## config.mk

```make
export PLATFORM = sky130hd
export DESIGN_NAME = cond_logic
export DESIGN_NICKNAME = d
export VERILOG_FILES = /design/src/rtl/cond_logic.sv
export SDC_FILE = /design/constraint.sdc
export NUM_CORES = 1
export LEC_CHECK = 0
export ABC_AREA = 1
export CORE_UTILIZATION = 30
export DETAILED_ROUTE_END_ITERATION = 12
export DONT_BUFFER_PORTS = 1
export GPL_TIMING_DRIVEN = 0
export HOLD_SLACK_MARGIN = 0.1
export PLACE_DENSITY_LB_ADDON = 0.05
export SLEW_MARGIN = 10
export SYNTH_ARGS = -nofsm -noshare
export SYNTH_HDL_FRONTEND = slang
export SYNTH_SLANG_ARGS = --single-unit
```

## constraint.sdc

```tcl
create_clock -name clk -period 3 [get_ports clk]
set_clock_uncertainty 0.15 [all_clocks]
set_input_delay 0.3 -clock clk [delete_from_list [all_inputs] [get_ports clk]]
set_output_delay 0.3 -clock clk [all_outputs]
set_load 0.02 [all_outputs]
```

## src/rtl/cond_logic.sv

```systemverilog
// cond_logic: conditional-execution stage behind the main decoder.
// Holds the NZCV flag register and checks the instruction's condition field
// against it. It masks the branch, register-write and memory-write strobes of
// instructions whose condition fails. It also keeps saturating counters of
// executed and squashed instructions.
//
// Optional feature macro: COND_NV_TRAP_EN
//   defined   : Cond=4'b1111 always fails; nv_trap pulses the cycle after it.
//   undefined : Cond=4'b1111 behaves as AL and there is no nv_trap port.
//
// Ports:
//   clk, reset          clock and synchronous active-high reset
//   instr_valid         current cycle carries a real instruction
//   Cond                condition field (Instr[31:28])
//   ALUFlags            {N,Z,C,V} from the ALU
//   FlagW               [1] update N,Z  [0] update C,V
//   Branch/RegW/MemW    decoder strobes to be gated
//   NoWrite             compare-type op, suppresses RegWrite
//   cnt_clr             synchronous clear of both counters
//   PCSrc/RegWrite/MemWrite  gated strobes (combinational)
//   CondEx              condition passed (combinational)
//   Flags               registered {N,Z,C,V}
//   exec_cnt/skip_cnt   saturating executed / squashed counts
//   nv_trap             (COND_NV_TRAP_EN only) one-cycle pulse after Cond=1111
module cond_logic #(
  parameter int unsigned CNT_W = 16
) (
  input  logic             clk,
  input  logic             reset,
  input  logic             instr_valid,
  input  logic [3:0]       Cond,
  input  logic [3:0]       ALUFlags,
  input  logic [1:0]       FlagW,
  input  logic             Branch,
  input  logic             RegW,
  input  logic             MemW,
  input  logic             NoWrite,
  input  logic             cnt_clr,
  output logic             PCSrc,
  output logic             RegWrite,
  output logic             MemWrite,
  output logic             CondEx,
  output logic [3:0]       Flags,
  output logic [CNT_W-1:0] exec_cnt,
`ifdef COND_NV_TRAP_EN
  output logic [CNT_W-1:0] skip_cnt,
  output logic             nv_trap
`else
  output logic [CNT_W-1:0] skip_cnt
`endif
);

  localparam logic [CNT_W-1:0] CNT_MAX = '1;

  logic n, z, c, v;
  logic cond_pass;

  assign {n, z, c, v} = Flags;

  // Condition evaluation against the registered flags
  always_comb begin
    cond_pass = 1'b0;
    case (Cond)
      4'b0000: cond_pass = z;
      4'b0001: cond_pass = ~z;
      4'b0010: cond_pass = c;
      4'b0011: cond_pass = ~c;
      4'b0100: cond_pass = n;
      4'b0101: cond_pass = ~n;
      4'b0110: cond_pass = v;
      4'b0111: cond_pass = ~v;
      4'b1000: cond_pass = c & ~z;
      4'b1001: cond_pass = ~c | z;
      4'b1010: cond_pass = (n == v);
      4'b1011: cond_pass = (n != v);
      4'b1100: cond_pass = ~z & (n == v);
      4'b1101: cond_pass = z | (n != v);
      4'b1110: cond_pass = 1'b1;
`ifdef COND_NV_TRAP_EN
      4'b1111: cond_pass = 1'b0;
`else
      4'b1111: cond_pass = 1'b1;
`endif
      default: cond_pass = 1'b0;
    endcase
  end

  // Strobe gating
  always_comb begin
    CondEx   = instr_valid & cond_pass;
    PCSrc    = Branch & CondEx;
    RegWrite = RegW & CondEx & ~NoWrite;
    MemWrite = MemW & CondEx;
  end

  // Flag register: N,Z and C,V update independently, only for executed instructions
  always_ff @(posedge clk) begin
    if (reset) begin
      Flags <= 4'b0000;
    end else begin
      if (CondEx && FlagW[1]) Flags[3:2] <= ALUFlags[3:2];
      if (CondEx && FlagW[0]) Flags[1:0] <= ALUFlags[1:0];
    end
  end

  // Saturating executed/squashed counters; clear wins over counting
  always_ff @(posedge clk) begin
    if (reset) begin
      exec_cnt <= '0;
      skip_cnt <= '0;
    end else if (cnt_clr) begin
      exec_cnt <= '0;
      skip_cnt <= '0;
    end else if (instr_valid) begin
      if (CondEx) begin
        if (exec_cnt != CNT_MAX) exec_cnt <= exec_cnt + CNT_W'(1);
      end else begin
        if (skip_cnt != CNT_MAX) skip_cnt <= skip_cnt + CNT_W'(1);
      end
    end
  end

`ifdef COND_NV_TRAP_EN
  // One-cycle pulse after a valid never-execute encoding
  always_ff @(posedge clk) begin
    if (reset) nv_trap <= 1'b0;
    else       nv_trap <= instr_valid & (Cond == 4'b1111);
  end
`endif

endmodule

```

==> results.toml <==
[setup_path]
crit_arrival_ps = 2280
crit_path_start_kind = "flop"
endpoint_kind = "primary output"
max_stage_delay_ps = 530
crit_chain = "inv_2 > nand2_1 > nand3_1 > a21oi_1 > nor2_1 > nand3_2 > nand2_2 > nor2_2 > nand2_1 > nor2_1"
cp_max_fo = 5
worstSetupPathType = "flop to primary output"
required_ps = 2550
ff2ff_path_depth = 11
endpoint = "RegWrite"
r2r-start = "Flags[3]$_SDFFE_PP0P_"
cp_slowest_cell = "dfxtp_1"
timing.rr.end = "Flags[3]$_SDFFE_PP0P_"
crit_path_start = "Flags[3]$_SDFFE_PP0P_"
r2r_slack_ps = 460

[finish]
fillers = 834
multiInputGateArea_mm2 = 0.00130
nNetsFinal = 432
syn_to_final_growth_pct = 13.7
regArea_um2 = 721
drive_gt1_share_pct = 7.77
antenna_cells = 0

[power]
p_per_area_mw_per_mm2 = 403
max-vdd-ir-drop_mv = 0.131
power.leakage_nw = 1.14

[floorplan]
dieArea_mm2 = 0.00822
initial_core_util_pct = 31.8
rows = 31
die_h_um = 90.6
ios = 58
core_mm2 = 0.00741
die_x_um = 90.6

[route]
ant_nets = 0
wl_um = 6310
drtPass1Iterations = 4
route.detailed.drc = 0
drt-initial-drc-count = 119
vias = 2352
wl_per_cell_um = 12.3
via_per_inst = 4.60

[logic_synthesis]
synthesis.area_mm2 = 0.00236
ys_seq_area_share_pct = 30.6
yosys_warnings = 0
syn_area_per_cell_um2 = 5.97
synthesis.nets = 415
syn_inst = 395
yosysUniqueCellTypes = 29
synth_seq_cells = 36

[global_routing]
grt_pass1_vias = 2156
grt_antenna_before_repair = 0
track_usage_pct = 16.0
grt_pass1_wl_um = 10800
grt_max_degree = 11
overflow = 0

[clocking]
post_cts.repair.setup_buffers = 0
path_clk_slew_ps = 70
worstSkewPairLatency_ps = 290
ctsLongestPathBuffers = 2
htree_num_levels = 2
tritoncts = "done"
cts_buffers = 5
cts.sink_count = 36
root_buffer = "clkbuf_8"

[placed_design]
place_congestion = 0.767
port_buffers = 0
dpl.hpwl_um = 4680

[timing]
min_period_ps = 2730
finalSetupViolCount = 0
max_slew_margin_pct = 62.2
rsz0062_at_grt = "no"
fmax_mhz = 367
worst_pin_slew_ps = 566
final_hold_viol_count = 0
fin_setup_tns_ps = 0
report.final.slew_viol_count = 0
period_share_pct = 90.9
whs_ps = 311

[job]
cap_violations = 0

[min_path]
hold_class = "input port to flop"

[status]
status = "finished clean"
-- final cells by class --
| type | count | share of cell area, % |
|---|---|---|
| Buffer | 15 | 3.08 |
| Timing Repair Buffer | 10 | 3.73 |
| Multi-Input combinational cell | 276 | 48.6 |
| Tap cell | 99 | 4.62 |
| Inverter | 68 | 9.52 |
| Sequential cell | 36 | 26.9 |
| Clock buffer | 7 | 3.59 |
-- where the power goes --
| part | internal [mW] | switching (mW) |
|---|---|---|
| clock network | 0.205 | 0.180 |
| registers | 0.487 | 0.0236 |
| logic | 0.0632 | 0.122 |
| total | 0.755 | 0.326 |
-- state kept, by name, summed over array words and instances, names as in the netlist --
register and cells:
skip_cnt 16, Flags 4, exec_cnt 16
-- cells in the final DEF (no fill, tap or decap) --
cell            n
a21oi_1         8
a21oi_2         1
and2_1          1
buf_2           6
buf_4           1
buf_6           2
clkbuf_1        6
clkbuf_8        7
clkinv_1        1
dfxtp_1        36
dlygate4sd3_1  10
ha_1            2
inv_1          63
inv_2           4
nand2_1        99
nand2_2         1
nand3_1        34
nand3_2         1
nand3_4         1
nand3b_4        1
nand4_1        25
nor2_1         72
nor2_2          3
nor3_1          5
o21a_1          1
o21ai_0         7
o21ai_1         4
o21bai_2        3
or2_2           1
xnor2_1         3
xor2_1          3
-- worst min path at each step --
| stage | from | end | slack [ps] | cells after the start |
|---|---|---|---|---|
| finish | instr_valid | skip_cnt[2]$_SDFFE_PP0P_ | 310 | 5 |
| global route | instr_valid | skip_cnt[2]$_SDFFE_PP0P_ | 370 | 5 |
| CTS | Cond[1] | skip_cnt[11]$_SDFFE_PP0P_ | 310 | 7 |
| floorplan | ALUFlags[0] | Flags[0]$_SDFFE_PP0P_ | 280 | 2 |
| global placement | ALUFlags[3] | Flags[3]$_SDFFE_PP0P_ | 290 | 2 |
| detailed placement | ALUFlags[0] | Flags[0]$_SDFFE_PP0P_ | 290 | 2 |
-- worst max-delay path, delay by kind of cell (launching register included) --
kind	cells	cell delay [ps]
and+or+nand+nor	8	1200
AOI/OAI and AO/OA	1	150
buffers and inverters	1	110
DFF	1	530
-- stage by stage --
step                instance area [um^2]  std cells  worst slack [ps]  power [mW]  utilization [%]
floorplan                           2360        395               735       0.654                -
global placement                    2480        494               400       0.696             33.5
detailed placement                  2480        494               385       0.696             33.5
CTS                                 2680        511              59.0        1.10             36.1
global route                        2680        511               128        1.14             36.2
finish                              2680        511               272        1.08             36.2
-- Yosys cell counts --
| library cell | n | area share [%] |
|---|---|---|
| o21a_1 | 1 | 0.32 |
| buf_2 | 6 | 1.3 |
| a21oi_2 | 1 | 0.37 |
| xor2_1 | 3 | 1.1 |
| o21ai_0 | 7 | 1.5 |
| nand3_2 | 1 | 0.42 |
| a21oi_1 | 8 | 1.7 |
| nand3_4 | 1 | 0.74 |
| nand2_2 | 1 | 0.27 |
| nand2_1 | 99 | 16 |
| and2_1 | 1 | 0.27 |
| buf_6 | 2 | 0.96 |
| nand3_1 | 34 | 7.2 |
| ha_1 | 2 | 1.1 |
| or2_2 | 1 | 0.27 |
| inv_1 | 63 | 10 |
| buf_4 | 1 | 0.32 |
| o21ai_1 | 4 | 0.85 |
| nand4_1 | 25 | 6.6 |
| clkinv_1 | 1 | 0.16 |
| nand3b_4 | 1 | 0.85 |
| xnor2_1 | 3 | 1.1 |
| nor2_2 | 2 | 0.53 |
| o21bai_2 | 3 | 1.4 |
| nor3_1 | 5 | 1.1 |
| clkbuf_1 | 6 | 0.96 |
| dfxtp_1 | 36 | 31 |
| inv_2 | 4 | 0.64 |
| nor2_1 | 73 | 12 |
-- timing repair --
item | in CTS | in global routing
endpoints found under the hold margin | 6 | 0
endpoints found under the setup margin | 0 | 1
resized for setup | 0 | 1
hold buffers | 10 | 0
-- cells by family (layout without fill, tap and decap cells) --
logic type	count (synthesis)	count (layout)	share of synthesized area [%]
and+or+nand+nor	244	244	45.6
buffers and inverters	83	100	14.3
DFF	36	36	30.6
AOI/OAI and AO/OA	24	24	6.16
xor gates and xnor gates	6	6	2.23
adders and majority gates	2	2	1.06
-- routing by layer --
metal / global-route usage, % / wire [um] / part of all wire (%) / vias up
met2: 25.9 / 2890 / 46 / 47
met4: 4.44 / 51 / 0.81 / 0
met3: 4.29 / 338 / 5.4 / 4
met5: 0 / 0 / 0 / -
li1: - / - / - / 1267
met1: 20.9 / 3030 / 48 / 1034
Power figures use the tool's default switching activity.
